[config.mk]
export PLATFORM = sky130hd
export DESIGN_NAME = seven_seg_scan_driver
export DESIGN_NICKNAME = d
export VERILOG_FILES = /design/src/rtl/seven_seg_scan_driver_pkg.sv /design/src/rtl/seven_seg_scan_driver_seg7_glyph.sv /design/src/rtl/seven_seg_scan_driver.sv
export SDC_FILE = /design/constraint.sdc
export NUM_CORES = 1
export LEC_CHECK = 0
export CAP_MARGIN = 10
export CORE_MARGIN = 2
export CORE_UTILIZATION = 65
export DETAILED_ROUTE_END_ITERATION = 12
export DONT_BUFFER_PORTS = 1
export GPL_TIMING_DRIVEN = 0
export HOLD_SLACK_MARGIN = 0.15
export PLACE_DENSITY = 0.81
export SETUP_SLACK_MARGIN = 0.02
export SLEW_MARGIN = 25
export SYNTH_ARGS = -nofsm -noshare
export SYNTH_HDL_FRONTEND = slang
export SYNTH_SLANG_ARGS = --single-unit
[constraint.sdc]
create_clock -name clk -period 4.4 [get_ports clk]
set_input_delay 0.88 -clock clk [delete_from_list [all_inputs] [get_ports clk]]
set_output_delay 0.88 -clock clk [all_outputs]
set_load 0.02 [all_outputs]
[src/rtl/seven_seg_scan_driver_pkg.sv]
// Shared constants for the seven-segment scan driver: active-low glyph patterns
// and segment bit positions (bit0 = a ... bit6 = g).
package seven_seg_scan_driver_pkg;

  localparam int SEG_W = 7;
  localparam int NIBBLE_W = 4;

  localparam int SEG_A = 0;
  localparam int SEG_B = 1;
  localparam int SEG_C = 2;
  localparam int SEG_D = 3;
  localparam int SEG_E = 4;
  localparam int SEG_F = 5;
  localparam int SEG_G = 6;

  // Patterns are written g..a, so a 0 bit lights that segment.
  localparam logic [SEG_W-1:0] GLYPH_0 = 7'b1000000;
  localparam logic [SEG_W-1:0] GLYPH_1 = 7'b1111001;
  localparam logic [SEG_W-1:0] GLYPH_2 = 7'b0100100;
  localparam logic [SEG_W-1:0] GLYPH_3 = 7'b0110000;
  localparam logic [SEG_W-1:0] GLYPH_4 = 7'b0011001;
  localparam logic [SEG_W-1:0] GLYPH_5 = 7'b0010010;
  localparam logic [SEG_W-1:0] GLYPH_6 = 7'b0000010;
  localparam logic [SEG_W-1:0] GLYPH_7 = 7'b1111000;
  localparam logic [SEG_W-1:0] GLYPH_8 = 7'b0000000;
  localparam logic [SEG_W-1:0] GLYPH_9 = 7'b0010000;
  localparam logic [SEG_W-1:0] GLYPH_A = 7'b0001000;
  localparam logic [SEG_W-1:0] GLYPH_B = 7'b0000011;
  localparam logic [SEG_W-1:0] GLYPH_C = 7'b1000110;
  localparam logic [SEG_W-1:0] GLYPH_D = 7'b0100001;
  localparam logic [SEG_W-1:0] GLYPH_E = 7'b0000110;
  localparam logic [SEG_W-1:0] GLYPH_F = 7'b0001110;
  localparam logic [SEG_W-1:0] GLYPH_BLANK = 7'h7F;

endpackage

[src/rtl/seven_seg_scan_driver_seg7_glyph.sv]
// Combinational nibble-to-glyph decoder; nibbles 10-15 show hex letters only
// when hex_en is set, otherwise they decode to a dark digit.
module seg7_glyph
  import seven_seg_scan_driver_pkg::*;
(
  input  logic [NIBBLE_W-1:0] nibble,
  input  logic                hex_en,
  output logic [SEG_W-1:0]    pattern
);

  always_comb begin
    pattern = GLYPH_BLANK;
    case (nibble)
      4'h0: pattern = GLYPH_0;
      4'h1: pattern = GLYPH_1;
      4'h2: pattern = GLYPH_2;
      4'h3: pattern = GLYPH_3;
      4'h4: pattern = GLYPH_4;
      4'h5: pattern = GLYPH_5;
      4'h6: pattern = GLYPH_6;
      4'h7: pattern = GLYPH_7;
      4'h8: pattern = GLYPH_8;
      4'h9: pattern = GLYPH_9;
      4'hA: pattern = hex_en ? GLYPH_A : GLYPH_BLANK;
      4'hB: pattern = hex_en ? GLYPH_B : GLYPH_BLANK;
      4'hC: pattern = hex_en ? GLYPH_C : GLYPH_BLANK;
      4'hD: pattern = hex_en ? GLYPH_D : GLYPH_BLANK;
      4'hE: pattern = hex_en ? GLYPH_E : GLYPH_BLANK;
      4'hF: pattern = hex_en ? GLYPH_F : GLYPH_BLANK;
      default: pattern = GLYPH_BLANK;
    endcase
  end

endmodule

[src/rtl/seven_seg_scan_driver.sv]
// Time-multiplexed common-anode 7-segment driver with double-buffered value,
// hex glyphs, leading-zero blanking and a per-slot anti-ghosting blank window.
module seven_seg_scan_driver
  import seven_seg_scan_driver_pkg::*;
#(
  parameter int NUM_DIGITS = 4,
  parameter int CLK_DIV    = 50000,
  parameter int BLANK_CYC  = 2
)(
  input  logic                    clk,
  input  logic                    reset,
  input  logic [4*NUM_DIGITS-1:0] value_in,
  input  logic [NUM_DIGITS-1:0]   dp_in,
  input  logic                    load,
  input  logic                    hex_en,
  input  logic                    blank_lz,
  output logic [SEG_W-1:0]        seg_n,
  output logic                    dp_n,
  output logic [NUM_DIGITS-1:0]   an_n,
  output logic                    frame_done,
  output logic                    update_pending
);

  localparam int PRE_W = $clog2(CLK_DIV);
  localparam int IDX_W = $clog2(NUM_DIGITS);
  localparam int VAL_W = 4 * NUM_DIGITS;

  localparam logic [PRE_W-1:0] PRE_LAST  = PRE_W'(CLK_DIV - 1);
  localparam logic [PRE_W-1:0] PRE_BLANK = PRE_W'(BLANK_CYC);
  localparam logic [IDX_W-1:0] IDX_LAST  = IDX_W'(NUM_DIGITS - 1);

  logic [PRE_W-1:0]      prescaler;
  logic [IDX_W-1:0]      idx;
  logic [VAL_W-1:0]      disp_value;
  logic [VAL_W-1:0]      pend_value;
  logic [NUM_DIGITS-1:0] disp_dp;
  logic [NUM_DIGITS-1:0] pend_dp;
  logic                  pending;

  logic                  tick;
  logic                  boundary;
  logic                  in_blank;
  logic [NIBBLE_W-1:0]   sel_nibble;
  logic                  sel_dp;
  logic                  lz_blank;
  logic [SEG_W-1:0]      glyph;
  logic [NUM_DIGITS-1:0] an_next;

  always_comb begin
    tick     = (prescaler == PRE_LAST);
    boundary = tick && (idx == IDX_LAST);
    in_blank = (prescaler < PRE_BLANK);
  end

  always_ff @(posedge clk or posedge reset) begin
    if (reset) begin
      prescaler <= '0;
      idx       <= '0;
    end else if (tick) begin
      prescaler <= '0;
      idx       <= (idx == IDX_LAST) ? '0 : idx + 1'b1;
    end else begin
      prescaler <= prescaler + 1'b1;
    end
  end

  // A load landing on the boundary bypasses the pending buffer so it cannot be lost.
  always_ff @(posedge clk or posedge reset) begin
    if (reset) begin
      disp_value <= '0;
      disp_dp    <= '0;
      pend_value <= '0;
      pend_dp    <= '0;
      pending    <= 1'b0;
    end else if (load && boundary) begin
      disp_value <= value_in;
      disp_dp    <= dp_in;
      pending    <= 1'b0;
    end else if (load) begin
      pend_value <= value_in;
      pend_dp    <= dp_in;
      pending    <= 1'b1;
    end else if (boundary && pending) begin
      disp_value <= pend_value;
      disp_dp    <= pend_dp;
      pending    <= 1'b0;
    end
  end

  always_ff @(posedge clk or posedge reset) begin
    if (reset) frame_done <= 1'b0;
    else       frame_done <= boundary;
  end

  assign update_pending = pending;

  // Shifting the whole value down by the digit position leaves only this digit
  // and the ones above it, so a zero result means every higher nibble is zero.
  always_comb begin
    sel_nibble = NIBBLE_W'(disp_value >> {idx, 2'b00});
    sel_dp     = disp_dp[idx];
    lz_blank   = blank_lz && (idx != '0) && ((disp_value >> {idx, 2'b00}) == '0);
    for (int i = 0; i < NUM_DIGITS; i++) begin
      an_next[i] = (idx != IDX_W'(i));
    end
  end

  seg7_glyph u_glyph (
    .nibble  (sel_nibble),
    .hex_en  (hex_en),
    .pattern (glyph)
  );

  always_ff @(posedge clk or posedge reset) begin
    if (reset) begin
      seg_n <= GLYPH_BLANK;
      dp_n  <= 1'b1;
      an_n  <= '1;
    end else if (in_blank) begin
      seg_n <= GLYPH_BLANK;
      dp_n  <= 1'b1;
      an_n  <= '1;
    end else begin
      seg_n <= lz_blank ? GLYPH_BLANK : glyph;
      dp_n  <= ~sel_dp;
      an_n  <= an_next;
    end
  end

endmodule
==> impl_summary.log, run 1 <==
INFO  metric timing_max_transition_violations_final = 0
INFO  metric post_synth_num_cell_types = 41
INFO  metric layout_commonest_cell = sky130_fd_sc_hd__dfrtp_1
INFO  metric die-area = 0.00592 mm²
INFO  metric largest_net_degree_at_the_start_of_global_routing = 53
INFO  metric rsz0062_at_grt = false
INFO  metric synth.area.mux_share = 0.159
INFO  metric yosys.area_share.simple = 0.125
INFO  metric grt_pass1_wl = 11000 µm
INFO  metric fmaxAchievable = 448 MHz
INFO  metric finalClockSkew = 6.68 ps
INFO  metric gpl.final_weighted_congestion = 0.787
INFO  metric r2r_end = pend_value[3]$_DFFE_PP0P_
INFO  metric crit-reg2reg-launch = prescaler[7]$_DFF_PP0_
INFO  metric p_total = 1.35 mW
INFO  metric post_route_cell_area = 0.00378 mm²
INFO  metric timing.hold.worst.class = in -> async
INFO  metric report.final.hold_viol_count = 0
INFO  metric antenna_cells_inserted = 0
INFO  metric finalWirelength = 6420 µm
INFO  metric dp_slack = 2190 ps
INFO  metric synthesized_area = 0.00346 mm²
INFO  metric cts.htree.levels = 3
INFO  metric synth_top_family_by_area = multiplexers
INFO  metric parity_gate_share_of_the_synthesized_area_counting_xor_and_xnor_cells = 0.0405
INFO  metric powerDensity = 358 mW/mm²
INFO  metric count_of_buffers_added_by_post_cts_timing_repair_for_setup = 0
INFO  metric synth.yosys.warnings = 0
INFO  metric clock_root_cell = sky130_fd_sc_hd__clkbuf_8
INFO  metric setup.worst_path.class = reg -> reg
INFO  metric outcome = finished clean
INFO  metric die_height = 77.0 µm
INFO  metric top_level_ports = 39
INFO  metric cts_tree = done
INFO  metric dp_hpwl = 4480 µm
INFO  metric area_delta_synth_final = 9.15%
INFO  metric ctsResizeCount = 0
INFO  metric slowest_stage = sky130_fd_sc_hd__or4_1
INFO  metric setup_ws = 2170 ps
INFO  metric fraction_of_final_layout_cells_sized_beyond_drive_strength_1 = 0.206
INFO  metric fin_cells = 395
INFO  metric grt_util_all_layers = 0.242
INFO  metric critPathCapture = pend_value[3]$_DFFE_PP0P_
INFO  metric synthCells = 308
INFO  metric place_inst = 379
INFO  metric placeable_core_region = 0.00511 mm²
INFO  metric cts_hold_buffers = 0
INFO  metric grt_antenna_before_repair = 0
INFO  metric placed_instance_area = 0.00358 mm²
INFO  metric drt_pre_antenna_iters = 4
INFO  metric layout_common_cells = sky130_fd_sc_hd__dfrtp_1, sky130_fd_sc_hd__inv_1, sky130_fd_sc_hd__nor2_1
INFO  metric synth_fa_ha_area_frac = 0.0181
INFO  metric synth-seq-cells = 72
INFO  metric post-route-period-util = 0.508
INFO  metric clock_path_buffers = 2
INFO  metric max-slew-margin-rel = 0.689
INFO  metric critical-path-max-stage-delay = 550 ps
INFO  metric final_antenna_net_count = 0
INFO  metric fillers = 371
INFO  metric clock_latency_at_the_later_pin_of_the_worst_skew_pair = 350 ps
INFO  metric maxCapViolations = 0
INFO  metric via_count_of_the_first_global_routing_pass = 2360
INFO  metric setup_violations = 0
INFO  metric setup.worst_path.end_class = flip-flop
INFO  metric worst-path-buf-inv = 1
INFO  metric post_drt_wl_per_cell = 16.3 µm
INFO  metric finalSetupTns = 0 ps
INFO  metric detail_route.iter0.violations = 170
INFO  metric timing.critical_path.max_delay_family = simple AND/OR/NAND/NOR gates
INFO  metric synth.net_count = 338
INFO  metric synth_area_in_compound_gates = 0.0738
INFO  metric synth.yosys.seq_area_share = 0.525
INFO  metric power.static_leakage = 1.61 nW
INFO  metric num_vias = 2288
INFO  metric clkTransAtPathRegs = 70 ps
INFO  metric tritoncts_num_sinks = 72
INFO  metric r2r_cell_count = 6
INFO  metric drc_violation_count_after_routing = 0
INFO  metric critPathMaxFanout = 10
INFO  metric placementRows = 26
INFO  metric path_depth = 6
INFO  metric critPathLaunchType = flip-flop
INFO  metric total_congestion_overflow = 0
INFO  metric required_time_at_the_worst_slack_endpoint = 4630 ps
INFO  metric ir_drop = 0.000262 V
INFO  metric synth.avg_cell_area = 11.2 µm²
INFO  metric floorplan.die.width = 77.0 µm
INFO  metric crit_chain = or4_1, nor2_1, nand3_1, nand2_1, buf_2, mux2_2
INFO  metric arrival_time_of_the_worst_setup_path = 2470 ps
INFO  metric vias_per_cell = 5.79
INFO  metric buffer_ports.inserted = 0
INFO  metric design.final.nets = 350
INFO  metric inserted_clock_buffers = 9
INFO  metric initial_utilization = 0.677
INFO  metric critical_path.startpoint = prescaler[7]$_DFF_PP0_
INFO  metric r2r_slack = 2170 ps
INFO  metric final_period_minus_worst_setup_slack = 2230 ps
INFO  metric timing_worst_slew_pin_value = 467 ps
==> power breakdown <==
part / internal [mW] / total, mW / switching [mW]
registers: 0.702 / 0.730 / 0.0276
logic: 0.0474 / 0.0990 / 0.0516
clock network: 0.291 / 0.524 / 0.233
==> worst min-delay path by stage <==
stage	startpoint	endpoint	depth (start not counted)
after global placement	prescaler[0]$_DFF_PP0_	prescaler[0]$_DFF_PP0_	1
after CTS	reset	pend_value[9]$_DFFE_PP0P_	1
after detailed placement	prescaler[0]$_DFF_PP0_	prescaler[0]$_DFF_PP0_	1
after floorplan	prescaler[0]$_DFF_PP0_	prescaler[0]$_DFF_PP0_	1
after global routing	reset	disp_value[9]$_DFFE_PP0P_	1
final	reset	disp_value[9]$_DFFE_PP0P_	1
==> routing by layer <==
layer,global-route usage,part of all wire,up-vias
met5,0,0,-
met4,0.149,0.032,0
met3,0.0494,0.046,15
met2,0.377,0.48,58
met1,0.314,0.44,1115
li1,-,-,1100
==> state kept, by name (all words and copies together) (netlist names) <==
| register | flops |
|---|---|
| dp_n | 1 |
| disp_value | 16 |
| disp_dp | 4 |
| update_pending | 1 |
| frame_done | 1 |
| pend_dp | 4 |
| seg_n | 7 |
| idx | 2 |
| an_n | 4 |
| prescaler | 16 |
| pend_value | 16 |
==> cells in the mapped netlist <==
library cell	number	share of area
sky130_fd_sc_hd__buf_2	8	0.012
sky130_fd_sc_hd__nand4b_1	1	0.0025
sky130_fd_sc_hd__or2b_2	2	0.0051
sky130_fd_sc_hd__nor4_1	3	0.0054
sky130_fd_sc_hd__a221o_2	1	0.0033
sky130_fd_sc_hd__clkbuf_1	4	0.0043
sky130_fd_sc_hd__o41a_1	1	0.0033
sky130_fd_sc_hd__o221ai_1	1	0.0025
sky130_fd_sc_hd__o22ai_1	21	0.038
sky130_fd_sc_hd__o21ai_0	3	0.0043
sky130_fd_sc_hd__and3_1	2	0.0036
sky130_fd_sc_hd__mux2_2	20	0.065
sky130_fd_sc_hd__or2_0	1	0.0018
sky130_fd_sc_hd__mux4_2	2	0.013
sky130_fd_sc_hd__ha_1	5	0.018
sky130_fd_sc_hd__xnor2_1	12	0.030
sky130_fd_sc_hd__a32o_1	1	0.0029
sky130_fd_sc_hd__or3_1	1	0.0018
sky130_fd_sc_hd__dfrtp_1	60	0.43
sky130_fd_sc_hd__nor3_1	8	0.012
sky130_fd_sc_hd__mux2i_1	20	0.058
sky130_fd_sc_hd__and4_1	3	0.0076
sky130_fd_sc_hd__a211oi_1	1	0.0022
sky130_fd_sc_hd__o2111ai_1	1	0.0025
sky130_fd_sc_hd__or2_2	1	0.0018
sky130_fd_sc_hd__o32ai_1	1	0.0025
sky130_fd_sc_hd__nand2_1	21	0.023
sky130_fd_sc_hd__and2b_2	1	0.0025
sky130_fd_sc_hd__nor2b_1	1	0.0018
sky130_fd_sc_hd__dfstp_2	12	0.091
sky130_fd_sc_hd__nand4_1	2	0.0036
sky130_fd_sc_hd__or4_1	2	0.0043
sky130_fd_sc_hd__o2bb2ai_1	2	0.0051
sky130_fd_sc_hd__nand3_1	14	0.020
sky130_fd_sc_hd__and2_1	1	0.0018
sky130_fd_sc_hd__inv_1	27	0.029
sky130_fd_sc_hd__a21oi_1	5	0.0072
sky130_fd_sc_hd__xor2_1	4	0.010
sky130_fd_sc_hd__mux4_1	3	0.023
sky130_fd_sc_hd__nor2_1	25	0.027
sky130_fd_sc_hd__buf_6	4	0.013
==> through the flow <==
stage / util / hold WS (ps)
after floorplan: - / 448
after global placement: 0.695 / 481
after detailed placement: 0.700 / 481
after CTS: 0.739 / 346
after global routing: 0.739 / 364
final: 0.739 / 348
==> logic make-up (layout without fill, tap and decap cells) <==
group,count (synthesis),in the layout
AO/OA/AOI/OAI,38,38
buffers and inverters,43,60
adder cells (fa/ha/maj),5,5
AND/OR/NAND/NOR,89,89
multiplexers,45,45
flip-flops,72,72
XOR/XNOR,16,16
==> cell type report <==
| class | instances | area, µm² | area share |
|---|---|---|---|
| Clock buffer | 13 | 159 | 0.0421 |
| Buffer | 16 | 100 | 0.0265 |
| Tap cell | 70 | 87.6 | 0.0232 |
| Timing Repair Buffer | 1 | 27.5 | 0.00729 |
| Clock inverter | 3 | 40.0 | 0.0106 |
| Inverter | 27 | 104 | 0.0275 |
| Sequential cell | 72 | 1820 | 0.481 |
| Multi-Input combinational cell | 193 | 1440 | 0.382 |
Note: power is estimated with default switching activity, not from simulation.
==> run 2, diff against run 1 <==
--- a/config.mk
+++ b/config.mk
@@ -5,14 +5,15 @@
 export SDC_FILE = /design/constraint.sdc
 export NUM_CORES = 1
 export LEC_CHECK = 0
+export ABC_AREA = 1
 export CAP_MARGIN = 10
 export CORE_MARGIN = 2
-export CORE_UTILIZATION = 65
+export CORE_UTILIZATION = 63
 export DETAILED_ROUTE_END_ITERATION = 12
 export DONT_BUFFER_PORTS = 1
 export GPL_TIMING_DRIVEN = 0
 export HOLD_SLACK_MARGIN = 0.15
-export PLACE_DENSITY = 0.81
+export PLACE_DENSITY = 0.79
 export SETUP_SLACK_MARGIN = 0.02
 export SLEW_MARGIN = 25
 export SYNTH_ARGS = -nofsm -noshare
==> constraint.sdc (replaced) <==
create_clock -name clk -period 2.2 [get_ports clk]
set_input_delay 0.44 -clock clk [delete_from_list [all_inputs] [get_ports clk]]
set_output_delay 0.44 -clock clk [all_outputs]
set_load 0.02 [all_outputs]
==> run 2 against run 1 <==
  * Core utilization is 3.4 points lower
  * Critical path depth rose by 4
  * Final cell count grew 45%
==> impl_summary.log, run 2 <==
INFO  metric setup_violations = 0 (unchanged)
INFO  metric finalSetupTns = 0 ps (unchanged)
INFO  metric powerDensity = 581 mW/mm² (+62%)
INFO  metric placeable_core_region = 0.00596 mm² (+17%)
INFO  metric yosys-top-cells-count = sky130_fd_sc_hd__nand2_1, sky130_fd_sc_hd__dfrtp_1, sky130_fd_sc_hd__inv_1
INFO  metric synth_top_family_by_area = simple AND/OR/NAND/NOR gates
INFO  metric synth_fa_ha_area_frac = 0.0161 (-0.00197)
INFO  metric grt_antenna_before_repair = 0 (unchanged)
INFO  metric report.final.hold_viol_count = 0 (unchanged)
INFO  metric clock_root_cell = sky130_fd_sc_hd__clkbuf_8
INFO  metric synthCells = 477 (+55%)
INFO  metric yosys-top-cells-area = sky130_fd_sc_hd__dfrtp_1, sky130_fd_sc_hd__nand2_1, sky130_fd_sc_hd__dfstp_2, sky130_fd_sc_hd__inv_1, sky130_fd_sc_hd__o2111ai_1
INFO  metric arrival_time_of_the_worst_setup_path = 2020 ps (-450 ps)
INFO  metric power.static_leakage = 2.16 nW (+34%)
INFO  metric multi_input_area = 0.00173 mm² (+20%)
INFO  metric crit_chain = ha_1, nand2_1, inv_1, nand2_1, nor2_1, nand3b_2, nor2_4, buf_6, o2111ai_1, nand2_1
INFO  metric maxCapViolations = 0 (unchanged)
INFO  metric largest_net_degree_at_the_start_of_global_routing = 29 (-45%)
INFO  metric buffer_ports.inserted = 0 (unchanged)
INFO  metric layout_common_cells = sky130_fd_sc_hd__nand2_1, sky130_fd_sc_hd__dfrtp_1, sky130_fd_sc_hd__inv_1
INFO  metric inserted_clock_buffers = 9 (unchanged)
INFO  metric top_level_ports = 39 (unchanged)
INFO  metric ir_drop = 0.000420 V (+60%)
INFO  metric outcome = finished clean
INFO  metric floorplan.die.width = 82.5 µm (+7.2%)
INFO  metric hold_ws = 246 ps (-101 ps)
INFO  metric design.final.nets = 521 (+49%)
INFO  metric post-route-period-util = 0.792 (+0.284)
INFO  metric number_of_flops_mapped_to_enable_cells_by_yosys = 0 (unchanged)
INFO  metric placementRows = 28 (+7.7%)
INFO  metric placed_instance_area = 0.00402 mm² (+12%)
INFO  metric ctsResizeCount = 0 (unchanged)
INFO  metric critPathMaxFanout = 10 (unchanged)
INFO  metric synth.net_count = 507 (+50%)
INFO  metric synth_area_in_compound_gates = 0.119 (+0.0451)
INFO  metric synth.yosys.warnings = 0 (unchanged)
INFO  metric final_period_minus_worst_setup_slack = 1740 ps (-493 ps)
INFO  metric critPathLaunchType = flip-flop
INFO  metric synth-seq-cells = 72 (unchanged)
INFO  metric antenna_cells_inserted = 0 (unchanged)
INFO  metric fillers = 474 (+28%)
INFO  metric cts_tree = done
INFO  metric crit_path_top_cell_by_count = sky130_fd_sc_hd__nand2_1
INFO  metric synth_top_flop_cell = sky130_fd_sc_hd__dfrtp_1
INFO  metric final_antenna_net_count = 0 (unchanged)
INFO  metric setup.worst_path.class = reg -> reg
INFO  metric clock_path_buffers = 2 (unchanged)
INFO  metric fraction_of_final_layout_cells_sized_beyond_drive_strength_1 = 0.183 (-0.0227)
INFO  metric synthesized_area = 0.00388 mm² (+12%)
INFO  metric area_delta_synth_final = 8.15%
INFO  metric grt_pass1_wl = 14000 µm (+27%)
INFO  metric clock_latency_at_the_later_pin_of_the_worst_skew_pair = 350 ps (about the same)
INFO  metric dp_hpwl = 5880 µm (+31%)
INFO  metric cell_internal_pwr = 1.84 mW (+77%)
INFO  metric seqCellArea = 0.00182 mm² (unchanged)
INFO  metric timing.hold.worst.class = in -> reg
INFO  metric biggestRegsByFlops = disp_value: 16 flops, pend_value: 16 flops, prescaler: 16 flops
INFO  metric grt_util_all_layers = 0.271 (+0.0287)
INFO  metric setup.worst_path.end_class = flip-flop
INFO  metric pwr-share-seq = 0.563 (+0.024)
INFO  metric post_drt_wl_per_cell = 14.2 µm (-13%)
INFO  metric netlist.top_cell.by_area = sky130_fd_sc_hd__dfrtp_1
INFO  metric die-area = 0.00681 mm² (+15%)
INFO  metric finalClockSkew = 10.1 ps (+3.43 ps)
INFO  metric comb_power_share = 0.058 (-0.015)
INFO  metric count_of_buffers_added_by_post_cts_timing_repair_for_setup = 0 (unchanged)
INFO  metric crit-reg2reg-launch = prescaler[0]$_DFF_PP0_
INFO  metric tritoncts_num_sinks = 72 (unchanged)
INFO  metric total_congestion_overflow = 0 (unchanged)
INFO  metric synthMostInstantiatedCell = sky130_fd_sc_hd__nand2_1
INFO  metric gpl.final_weighted_congestion = 0.935 (+19%)
INFO  metric critical_path.startpoint = prescaler[0]$_DFF_PP0_
INFO  metric cts.htree.levels = 3 (unchanged)
INFO  metric timing_worst_slew_pin_value = 492 ps (+25.0 ps)
INFO  metric via_count_of_the_first_global_routing_pass = 3064 (+30%)
INFO  metric synth.avg_cell_area = 8.14 µm² (-28%)
INFO  metric finalWirelength = 8110 µm (+26%)
INFO  metric clkTransAtPathRegs = 80 ps (about the same)
INFO  metric die_height = 82.5 µm (+7.2%)
INFO  metric yosys_top_cell_area_share = 0.387 (-0.0474)
INFO  metric num_vias = 3182 (+39%)
INFO  metric max-slew-margin-rel = 0.672 (-0.0167)
INFO  metric fmaxAchievable = 574 MHz (+28%)
INFO  metric yosys.area_share.simple = 0.302 (+0.176)
INFO  metric p_total = 2.44 mW (+80%)
INFO  metric post_route_cell_area = 0.00420 mm² (+11%)
INFO  metric timing_max_transition_violations_final = 0 (unchanged)
INFO  metric synth-async-reset-ratio = 1.00 (unchanged)
INFO  metric slowest_stage = sky130_fd_sc_hd__dfrtp_1
INFO  metric switching_share = 0.245 (+0.0142)
INFO  metric clock_power_share = 0.379 (-0.008)
INFO  metric layout_commonest_cell = sky130_fd_sc_hd__nand2_1
INFO  metric cts_hold_buffers = 1 (+1)
INFO  metric synth.area.mux_share = 0 (-0.159)
INFO  metric initial_utilization = 0.652 (-0.0253)
INFO  metric switching_power = 0.598 mW (+92%)
INFO  metric critical-path-max-stage-delay = 390 ps (-160 ps)
INFO  metric post_synth_num_cell_types = 34 (-17%)
INFO  metric detail_route.iter0.violations = 158 (-7.1%)
INFO  metric parity_gate_share_of_the_synthesized_area_counting_xor_and_xnor_cells = 0.00902 (-0.0315)
INFO  metric drc_violation_count_after_routing = 0 (unchanged)
INFO  metric drt_pre_antenna_iters = 5 (+1)
INFO  metric worst_hold_startpoint = value_in[9]
INFO  metric vias_per_cell = 5.57 (-3.8%)
INFO  metric rsz0062_at_grt = false
INFO  metric required_time_at_the_worst_slack_endpoint = 2480 ps (-2150 ps)
INFO  metric synth.yosys.seq_area_share = 0.468 (-0.0574)
## run 2: cell count changes after synthesis, sizes merged, moves of 19 or more
| cell | delta |
|---|---|
| inv | +27 |
| mux2 | -20 |
| mux2i | -20 |
| nand2 | +147 |
| nor2 | +22 |
| o2111ai | +19 |
| o21ai | +25 |
## run 2: cell families after synthesis
kind of cell,Yosys count
DFF,72
and+or+nand+nor,263
adders and majority gates,5
AOI/OAI and AO/OA,61
buffers and inverters,72
xor gates and xnor gates,4
## run 2: worst max-delay path: cells and delay by family (launching register included)
family	cells	cell delay [ps]
flip-flops	1	390
AO/OA/AOI/OAI	1	150
AND/OR/NAND/NOR	6	720
adder cells (fa/ha/maj)	1	180
buffers and inverters	2	240
## run 2: layout make-up
cell class | count | area share
Sequential cell | 72 | 0.433
Multi-Input combinational cell | 333 | 0.412
Inverter | 54 | 0.0492
Clock buffer | 13 | 0.0354
Buffer | 18 | 0.0319
Tap cell | 75 | 0.0223
Timing Repair Buffer | 3 | 0.0119
Clock inverter | 3 | 0.00477
## run 2: stage by stage
stage | std cells | utilization | setup slack [ps]
3_5_place_dp | 554 | 0.675 | 484
4_1_cts | 571 | 0.705 | 479
2_1_floorplan | 477 | - | 744
3_3_place_gp | 552 | 0.668 | 543
5_1_grt | 571 | 0.705 | 277
6_report | 571 | 0.705 | 459
## run 2: power groups by stage
stage	registers, mW	logic (mW)	clock network [mW]
after CTS	1.37	0.144	0.934
after global routing	1.38	0.161	1.00
after detailed placement	1.40	0.142	0
after global placement	1.40	0.128	0
after floorplan	1.39	0.108	0
final	1.37	0.141	0.926
## run 2: worst paths after layout
kind / endpoint / slack (ps) / cells after the start
max: disp_value[9]$_DFFE_PP0P_ / 460 / 10
min: pend_value[9]$_DFFE_PP0P_ / 250 / 2
max reg2reg: disp_value[9]$_DFFE_PP0P_ / 460 / 10
min reg2reg: pend_value[11]$_DFFE_PP0P_ / 490 / 2
max in group asynchronous: disp_value[9]$_DFFE_PP0P_ / 910 / 4
min in group asynchronous: pend_value[0]$_DFFE_PP0P_ / 600 / 2
## run 2: routing by layer
metal,routed length (µm),global-route usage,part of all wire,up-vias
met5,0,0,0,-
met4,132,0.0934,0.016,0
met3,411,0.0587,0.051,15
met2,3910,0.429,0.48,104
met1,3660,0.372,0.45,1495
li1,-,-,-,1568
